--- src/rtl/seq_divider.sv ---
`default_nettype none
// ============================================================================
// Module      : seq_divider
// Description : Multi-cycle unsigned restoring divider, one shift-subtract
//               step per clock, with a start/ready/done handshake.
// Revision    : 1.0 - initial release
// ============================================================================
module seq_divider #(
    parameter int WIDTH = 8
) (
    input  logic             clk,
    input  logic             rst_n,
    input  logic             start,
    input  logic [WIDTH-1:0] dividend,
    input  logic [WIDTH-1:0] divisor,
    output logic             ready,
    output logic             done,
    output logic [WIDTH-1:0] quotient,
    output logic [WIDTH-1:0] remainder,
    output logic             dz
);

    localparam int c_cnt_w = $clog2(WIDTH + 1);
    localparam logic [c_cnt_w-1:0] c_last_iter = c_cnt_w'(WIDTH - 1);

    typedef enum logic [1:0] {
        S_IDLE = 2'd0,
        S_RUN  = 2'd1,
        S_DONE = 2'd2
    } state_t;

    state_t             r_state;
    state_t             w_state_next;
    logic [c_cnt_w-1:0] r_count;
    logic [WIDTH:0]     r_prem;
    logic [WIDTH-1:0]   r_shreg;
    logic [WIDTH-1:0]   r_divisor;
    logic [WIDTH-1:0]   r_quotient;
    logic [WIDTH-1:0]   r_remainder;
    logic               r_dz;

    logic               w_accept;
    logic               w_last;
    logic [WIDTH:0]     w_shifted;
    logic [WIDTH+1:0]   w_diff;
    logic               w_qbit;
    logic [WIDTH:0]     w_prem_next;
    logic [WIDTH-1:0]   w_shreg_next;
    logic               w_unused;

    // The extra guard bit keeps the borrow visible: shifted can reach 2*divisor-1.
    assign w_shifted    = {r_prem[WIDTH-1:0], r_shreg[WIDTH-1]};
    assign w_diff       = {1'b0, w_shifted} - {2'b00, r_divisor};
    assign w_qbit       = ~w_diff[WIDTH+1];
    assign w_prem_next  = w_qbit ? w_diff[WIDTH:0] : w_shifted;
    assign w_shreg_next = {r_shreg[WIDTH-2:0], w_qbit};
    assign w_last       = (r_count == c_last_iter);
    // Partial remainder stays below the divisor, so its top bit is never read.
    assign w_unused     = r_prem[WIDTH];

    assign quotient  = r_quotient;
    assign remainder = r_remainder;
    assign dz        = r_dz;

    always_ff @(posedge clk or negedge rst_n) begin
        if (!rst_n) begin
            r_state <= S_IDLE;
        end else begin
            r_state <= w_state_next;
        end
    end

    always_comb begin
        w_state_next = r_state;
        ready        = 1'b0;
        done         = 1'b0;
        w_accept     = 1'b0;
        case (r_state)
            S_IDLE: begin
                ready = 1'b1;
                if (start) begin
                    w_accept     = 1'b1;
                    w_state_next = (divisor == '0) ? S_DONE : S_RUN;
                end
            end
            S_RUN: begin
                if (w_last) begin
                    w_state_next = S_DONE;
                end
            end
            S_DONE: begin
                ready = 1'b1;
                done  = 1'b1;
                if (start) begin
                    w_accept     = 1'b1;
                    w_state_next = (divisor == '0) ? S_DONE : S_RUN;
                end else begin
                    w_state_next = S_IDLE;
                end
            end
            default: begin
                w_state_next = S_IDLE;
            end
        endcase
    end

    always_ff @(posedge clk or negedge rst_n) begin
        if (!rst_n) begin
            r_count     <= '0;
            r_prem      <= '0;
            r_shreg     <= '0;
            r_divisor   <= '0;
            r_quotient  <= '0;
            r_remainder <= '0;
            r_dz        <= 1'b0;
        end else if (w_accept) begin
            r_divisor <= divisor;
            r_count   <= '0;
            r_prem    <= '0;
            r_shreg   <= dividend;
            r_dz      <= 1'b0;
            // Divide-by-zero skips the iteration and publishes at once.
            if (divisor == '0) begin
                r_quotient  <= '1;
                r_remainder <= dividend;
                r_dz        <= 1'b1;
            end
        end else if (r_state == S_RUN) begin
            r_prem  <= w_prem_next;
            r_shreg <= w_shreg_next;
            r_count <= r_count + c_cnt_w'(1);
            if (w_last) begin
                r_quotient  <= w_shreg_next;
                r_remainder <= w_prem_next[WIDTH-1:0];
            end
        end
    end

endmodule
`default_nettype wire

--- config.mk ---
export PLATFORM = sky130hd
export DESIGN_NAME = seq_divider
export DESIGN_NICKNAME = d
export VERILOG_FILES = /design/src/rtl/seq_divider.sv
export SDC_FILE = /design/constraint.sdc
export NUM_CORES = 1
export LEC_CHECK = 0
export ABC_CLOCK_PERIOD_IN_PS = 2500
export CELL_PAD_IN_SITES_DETAIL_PLACEMENT = 2
export CELL_PAD_IN_SITES_GLOBAL_PLACEMENT = 2
export CORE_MARGIN = 2
export CORE_UTILIZATION = 31
export DETAILED_ROUTE_END_ITERATION = 10
export PLACE_DENSITY_LB_ADDON = 0.25
export SYNTH_ARGS = -nofsm -noshare
export SYNTH_HDL_FRONTEND = slang
export SYNTH_SLANG_ARGS = --single-unit
export TNS_END_PERCENT = 5
--- constraint.sdc ---
create_clock -name clk -period 2.5 [get_ports clk]
set_clock_uncertainty 0.1 [all_clocks]
set_input_delay 0.75 -clock clk [delete_from_list [all_inputs] [get_ports clk]]
set_output_delay 0.75 -clock clk [all_outputs]
set_load 0.02 [all_outputs]
* Word-level counts from Yosys, hierarchy flattened
Index checks and enable logic that the tools add are counted.
** Operators by class
- Add/subtract/negate cells :: 2
- Eq/ne operators :: 6
- Mux-type cells :: 25
- Bitwise gates (word level) :: 1
- Reduce and logical (&&, ||, !) cells :: 7
** Operators by type and width (number)
- $mux 8 :: 13
- $sub 9x8->10 :: 1
- $logic_not 8->1 :: 1
- $mux 2 :: 4
- $mux 4 :: 2
- $pmux 2 s3 :: 1
- $mux 1 :: 5
- $add 4x1->4 const B :: 1
- $eq 4x3->1 const B :: 1
- $ne 2x2->1 const B :: 2
- $reduce_bool 2->1 :: 2
- $reduce_and 3->1 :: 1
- $eq 2x1->1 const B :: 1
- $eq 2x2->1 const B :: 1
- $logic_not 2->1 :: 1
- $ne 2x1->1 const B :: 1
- $reduce_and 2->1 :: 1
- $reduce_or 2->1 :: 1
- $not 1->1 :: 1
** Storage, ports and cells
- Register bits :: 47
- Output and inout port bits :: 19
- Logic and storage cells :: 49

* Logic depth before layout (Yosys ltp)
Gate-level depths: netlist of the first run.
- Depth after elaboration :: 5
- Depth in mapped cells :: 9
- Mapped depth without buffers :: 9

* Worst setup path before layout of the first run
OpenSTA, ideal clock, no wires.
- Path type :: input-to-reg
- From :: input port divisor[5]
- To :: register r_remainder[2] (netlist: remainder[2])
- Arrival :: 2.043 ns
- Data required time :: 2.280 ns
- Path slack :: 0.237 ns
- Cell stages on the path :: 6
- Path buffers :: 1
- Cells stage by stage :: or4_4 -> or3_1 -> buf_2 -> nand3_2 -> nand2_1 -> a31o_1
** On the way
- Longest elaborated chain between the ends :: 3
** Ends and longest elaborated chain
- from (decl) :: line 15 : input logic [WIDTH-1:0] divisor,
- $logic_not 8->1 :: line 123 : if (divisor == '0) begin
- $ne 2x1->1 (no line)
- $reduce_and 3->1 (no line)
- to (signal assigned) :: line 125 : r_remainder <= dividend;
- to (signal assigned) :: line 134 : r_remainder <= w_prem_next[WIDTH-1:0];
- to (decl) :: line 39 : logic [WIDTH-1:0] r_remainder;
Every way passes these cells.
A chain may end at the register's enable or synchronous reset.

* Final worst setup path of the first run
- From :: input port divisor[7]
- To :: register r_remainder[0] (netlist: remainder[0])
Same word-level chain as after synthesis.

==> results of run 1 <==
[critical path: stages]
cell	delay [ns]
clkdlybuf4s50_1	0.43
or4_4	0.53
buf_6	0.14
nor3_2	0.14
buf_4	0.18
or3_1	0.12
o21ai_1	0.08
a31oi_1	0.18
[where the power goes]
group	leakage, uW	internal, uW	total [uW]	switching (uW)
Sequential	0.000563	1140	1420	277
Combinational	0.000781	1260	2940	1680
Clock	0.0000412	196	472	275
[worst paths after layout]
path                              from      endpoint  slack (ns)  cells after the start
max                         divisor[7]  remainder[0]        0.07                      8
min                              rst_n    r_shreg[5]        0.32                      2
max reg2reg                 r_shreg[7]  remainder[3]        0.22                      7
min reg2reg                quotient[4]   quotient[4]        0.40                      2
max in group asynchronous        rst_n  r_divisor[7]        1.75                      2
min in group clk           quotient[4]   quotient[4]        0.40                      2
[registers in the layout, indices dropped and copies added, names as in the netlist]
name       cells
dz             1
quotient       8
r_count        4
r_divisor      8
r_prem         8
r_shreg        8
r_state        2
remainder      8
[Yosys cell counts (2+ instances only)]
master / instances / area [um2]
or3_1: 8 / 50.1
a22o_1: 2 / 17.5
buf_2: 3 / 15.0
ha_1: 9 / 113
dfrtp_1: 47 / 1180
nor3_1: 10 / 50.1
or4_1: 2 / 15.0
a31oi_1: 12 / 75.1
nor2b_1: 4 / 25.0
inv_1: 14 / 52.6
nor2_1: 29 / 109
o21ai_0: 32 / 160
a21oi_1: 6 / 30.0
nand3_1: 10 / 50.1
nand2_1: 31 / 116
a22oi_1: 7 / 52.6
clkbuf_1: 9 / 33.8
o21a_1: 2 / 15.0
nand2b_1: 3 / 18.8
[metrics by stage]
step                      cell area [um2]  hold slack [ns]  total power (uW)  setup TNS (ns)
after floorplan                      2420            0.350              3210               0
after global routing                 3180            0.333              5270               0
final                                3180            0.319              4830               0
after detailed placement             3060            0.392              4330           -5.69
after global placement               3060            0.375              4200           -4.52
after CTS                            3160            0.327              4850               0
[cell type report]
class	instances	area, um2	area share
Timing Repair inverter	1	7.51	0.00236
Clock inverter	2	12.5	0.00393
Clock buffer	6	72.6	0.0228
Inverter	15	58.8	0.0185
Tap cell	102	128	0.0401
Timing Repair Buffer	61	563	0.177
Multi-Input combinational cell	194	1160	0.366
Sequential cell	47	1180	0.370
[routing by layer]
layer,track usage,part of all wire,up-vias
li1,-,-,1069
met1,0.257,0.45,1164
met2,0.350,0.52,35
met3,0.0293,0.026,2
met4,0.0386,0.0048,0
met5,0,0,-
[logic make-up (layout without fill, tap and decap cells)]
family                     Yosys count  count (layout)  synth area share
and+or+nand+nor                    104             104             0.204
AOI/OAI and AO/OA                   77              77             0.199
DFF                                 47              47             0.486
buffers and inverters               27              85            0.0434
adders and majority gates           10              10            0.0548
muxes                                2               2           0.00879
xor gates and xnor gates             1               1           0.00362
[timing repair]
action	CTS	global route
resized for setup	7	8
setup endpoints to repair	16	15
cloned	1	0
pin swaps	1	2
==> metrics.yaml, run 1 <==
first_iter_violations: 88
final_nets: 354
clkTransAtPathRegs_ns: 0.09
ctsHoldBuffers: 0
gp_congestion: 0.815
rows: 32
grt_pass1_wl_um: 13100
syn-num-nets: 297
detail-route-antenna-nets: 0
worstMarginPinSlew_ns: 0.599
antenna_found_initial: 0
grtUsageTotal: 0.197
maxCapViolations: 0
h-tree-depth: 2
post-place-ws_ns: -0.387
hold_path.class: "input pin to async pin"
layout_commonest_cell: "dfrtp_1"
synth_seq_cells: 47
cp_max_fo: 8
finalCritPeriodShare: 0.972
hold_violations: 0
async_reset_ff_frac: 1.00
criticalPathCategory: "input pin to flop"
fp.dieArea_um2: 8530
drive_gt1_frac: 0.132
final_cell_mix: "dfrtp_1, clkdlybuf4s50_1, nand2_1"
hpwlAfterDp_um: 5780
drc: 0
final_cells: 428
clock_latency_ns: 0.30
p_per_area_nw_per_um2: 1520
endpoint_kind: "flop"
crit_arrival_ns: 2.55
wirelength_um: 7920
routedWlPerCell_um: 18.5
dominantRegCellSynth: "dfrtp_1"
fin_ws_ns: 0.0688
slew_headroom: 0.598
synthCells: 268
vias: 2270
clockBufferDepth: 2
postCtsSetupRepairBufs: 0
syn_area_per_cell_um2: 9.03
required_ns: 2.62
final_util: 0.416
synth.distinct_cells: 47
start_util: 0.317
clkSinkCount: 47
run_status: "finished, final reports clean"
first_pass_iters: 4
nFillCells: 882
leakagePower_uw: 0.00138
vdd_drop_max_v: 0.000464
gr-total-overflow: 0
die_w_um: 92.4
syn_area_um2: 2420
rsz0062_at_grt: "false"
num_io_pins: 38
yosysSeqAreaShare: 0.486
viasPerCell: 5.30
dp_cells: 419
grt_pass1_vias: 2438
max_freq_mhz: 411
setup_viol: 0
dieHeight_um: 92.4
n_antenna_cell: 0
min_period_ns: 2.43
worstSetupStartpointType: "input pin"
portBuffers: 37
ys_warn_count: 0
area_delta_synth_final_pct: 31.4
synth_edf_count: 0
clk_root_buffer_cell: "clkbuf_8"
design.core.area_um2: 7650
cts_made_buffers: 5
cts_tree: "done"
grt_max_degree: 48
maxSlewViolCount: 0
Power figures use the tool's default switching activity.
==> inputs of run 2 (changes only) <==
--- a/config.mk
+++ b/config.mk
@@ -8,7 +8,6 @@
 export ABC_CLOCK_PERIOD_IN_PS = 2500
 export CELL_PAD_IN_SITES_DETAIL_PLACEMENT = 2
 export CELL_PAD_IN_SITES_GLOBAL_PLACEMENT = 2
-export CORE_MARGIN = 2
 export CORE_UTILIZATION = 31
 export DETAILED_ROUTE_END_ITERATION = 10
 export PLACE_DENSITY_LB_ADDON = 0.25
==> metrics.yaml, run 2 (synthesis gave the netlist of run 1 again) <==
critical_path.cell_chain: "clkdlybuf4s50_1 > or4_1 > or3_4 > nand3_2 > nand2_1 > a31o_1"
clk_root_buffer_cell: "clkbuf_8"
maxSlewViolCount: 0  # unchanged
grt_max_degree: 27  # -44%
drc: 0  # unchanged
wirelength_um: 7490  # -5.4%
r2r_slack_ns: 0.21  # about the same
run_status: "finished, final reports clean"
path_buf_inv: 1  # -2
crit_arrival_ns: 2.52  # -0.03 ns
r2r_end: "r_prem[6]"
drive_gt1_frac: 0.131  # -0.000804
grt_pass1_wl_um: 12900  # -2.1%
final_util: 0.433  # +0.0165
required_ns: 2.61  # about the same
post-place-ws_ns: -0.382  # +0.00495 ns
portBuffers: 37  # unchanged
clockBufferDepth: 2  # unchanged
min_period_ns: 2.41  # -0.0251 ns
worstMarginPinSlew_ns: 0.683  # +0.0834 ns
hold_violations: 0  # unchanged
maxCapViolations: 0  # unchanged
rows: 31  # -3.1%
rsz0062_at_grt: "false"
grtUsageTotal: 0.201  # +0.00376
layout_commonest_cell: "dfrtp_1"
routedWlPerCell_um: 17.5  # -5.2%
start_util: 0.327  # +0.0102
clkSinkCount: 47  # unchanged
antenna_found_initial: 0  # unchanged
num_io_pins: 38  # unchanged
hpwlAfterDp_um: 5790  # +0.15%
slew_headroom: 0.542  # -0.0559
design.core.area_um2: 7410  # -3.1%
fp.dieArea_um2: 8170  # -4.3%
cp_max_fo: 8  # unchanged
reg2regPathDepth: 9  # +2
n_antenna_cell: 0  # unchanged
worstSetupStartpointType: "input pin"
dieHeight_um: 90.4  # -2.2%
leakagePower_uw: 0.00143  # +3.2%
vdd_drop_max_v: 0.000454  # -2.2%
finalCritPeriodShare: 0.962  # -0.0100
h-tree-depth: 2  # unchanged
crit_family: "simple AND/OR/NAND/NOR gates"
first_iter_violations: 33  # -63%
setup_viol: 0  # unchanged
critPathMaxStageDelay_ns: 0.60  # +0.07 ns
clock_latency_ns: 0.31  # about the same
grt_pass1_vias: 2496  # +2.4%
final_nets: 356  # +0.56%
cts_tree: "done"
clkTransAtPathRegs_ns: 0.10  # about the same
place_area_um2: 3070  # +0.37%
cts_made_buffers: 5  # unchanged
criticalPathCategory: "input pin to flop"
hold_path.class: "input pin to async pin"
endpoint_kind: "flop"
viasPerCell: 5.22  # -1.5%
ctsHoldBuffers: 0  # unchanged
vias: 2230  # -1.8%
slowest_stage: "or4_1"
first_pass_iters: 4  # unchanged
fin_ws_ns: 0.0939  # +0.0251 ns
final_cell_mix: "dfrtp_1, clkdlybuf4s50_1, nand2_1"
max_freq_mhz: 416  # +1.0%
die_w_um: 90.4  # -2.2%
timing.rr.start: "r_shreg[7]"
p_per_area_nw_per_um2: 1520  # +0.35%
hold_ws_ns: 0.306  # -0.0128 ns
total_power_uw: 4880  # +1.1%
final_area_um2: 3200  # +0.71%
detail-route-antenna-nets: 0  # unchanged
gr-total-overflow: 0  # unchanged
area_delta_synth_final_pct: 32.4
gp_congestion: 0.815  # about the same
==> run 2: changes by cell type in the layout (fill, tap and decap cells not counted), sizes merged <==
cell / previous run / this run
clkdlybuf4s50: 34 / 33
clkinvlp: 2 / 0
clkbuf: 6 / 5
clkinv: 1 / 2
bufinv: 0 / 1
dlymetal6s2s: 1 / 3
buf: 25 / 28
dlygate4sd2: 1 / 0
==> run 2: worst reg2reg max path, stage by stage (launching register included) <==
cell      delay, ns
dfrtp_1        0.41
inv_1          0.12
ha_1           0.17
inv_1          0.05
fa_1           0.40
a211oi_1       0.31
o21ai_0        0.14
o41a_1         0.13
a22o_1         0.22
a31oi_1        0.16
==> run 2: worst max path at each step <==
stage          cells after the start  startpoint           end
6_report                           6  divisor[1]  remainder[2]
3_3_place_gp                       6  divisor[1]  remainder[2]
2_1_floorplan                      6  divisor[5]  remainder[2]
5_1_grt                            9  divisor[5]  remainder[1]
3_5_place_dp                       5  divisor[1]  remainder[1]
4_1_cts                            9  divisor[5]  remainder[1]
==> run 2: timing repair <==
action	4_1_cts	5_1_grt
endpoints found under the setup margin	6	16
pin swaps	0	1
buffers inserted	1	0
resized for setup	2	4
==> run 2: layer usage <==
layer  share of wire  track usage  wire length, um  vias to the layer above
met3           0.019       0.0253              139                        6
met4          0.0096       0.0511               72                        0
met1            0.45        0.249             3400                     1124
met5               0            0                0                        -
met2            0.52        0.367             3880                       31
li1                -            -                -                     1069
==> run 2: layout make-up <==
| class | count | area, um2 |
|---|---|---|
| fillers | 832 | 4200 |
| flip-flops and latches | 47 | 1180 |
| multi-input cells | 194 | 1150 |
| repair buffers | 64 | 588 |
| well taps | 99 | 124 |
| clock buffers | 5 | 68.8 |
| inverters | 15 | 56.3 |
| clock inverters | 3 | 43.8 |
==> run 2: power breakdown <==
group / internal (uW) / switching [uW] / leakage, uW
clock network: 298 / 285 / 0.0000581
registers: 1140 / 268 / 0.000563
logic: 1250 / 1640 / 0.000808
total: 2690 / 2190 / 0.00143
==> run 2: stage by stage <==
| step | instances | setup TNS (ns) |
|---|---|---|
| 2_1_floorplan | 268 | 0 |
| 3_3_place_gp | 418 | -4.52 |
| 3_5_place_dp | 418 | -5.44 |
| 4_1_cts | 427 | 0 |
| 5_1_grt | 427 | 0 |
| 6_report | 427 | 0 |
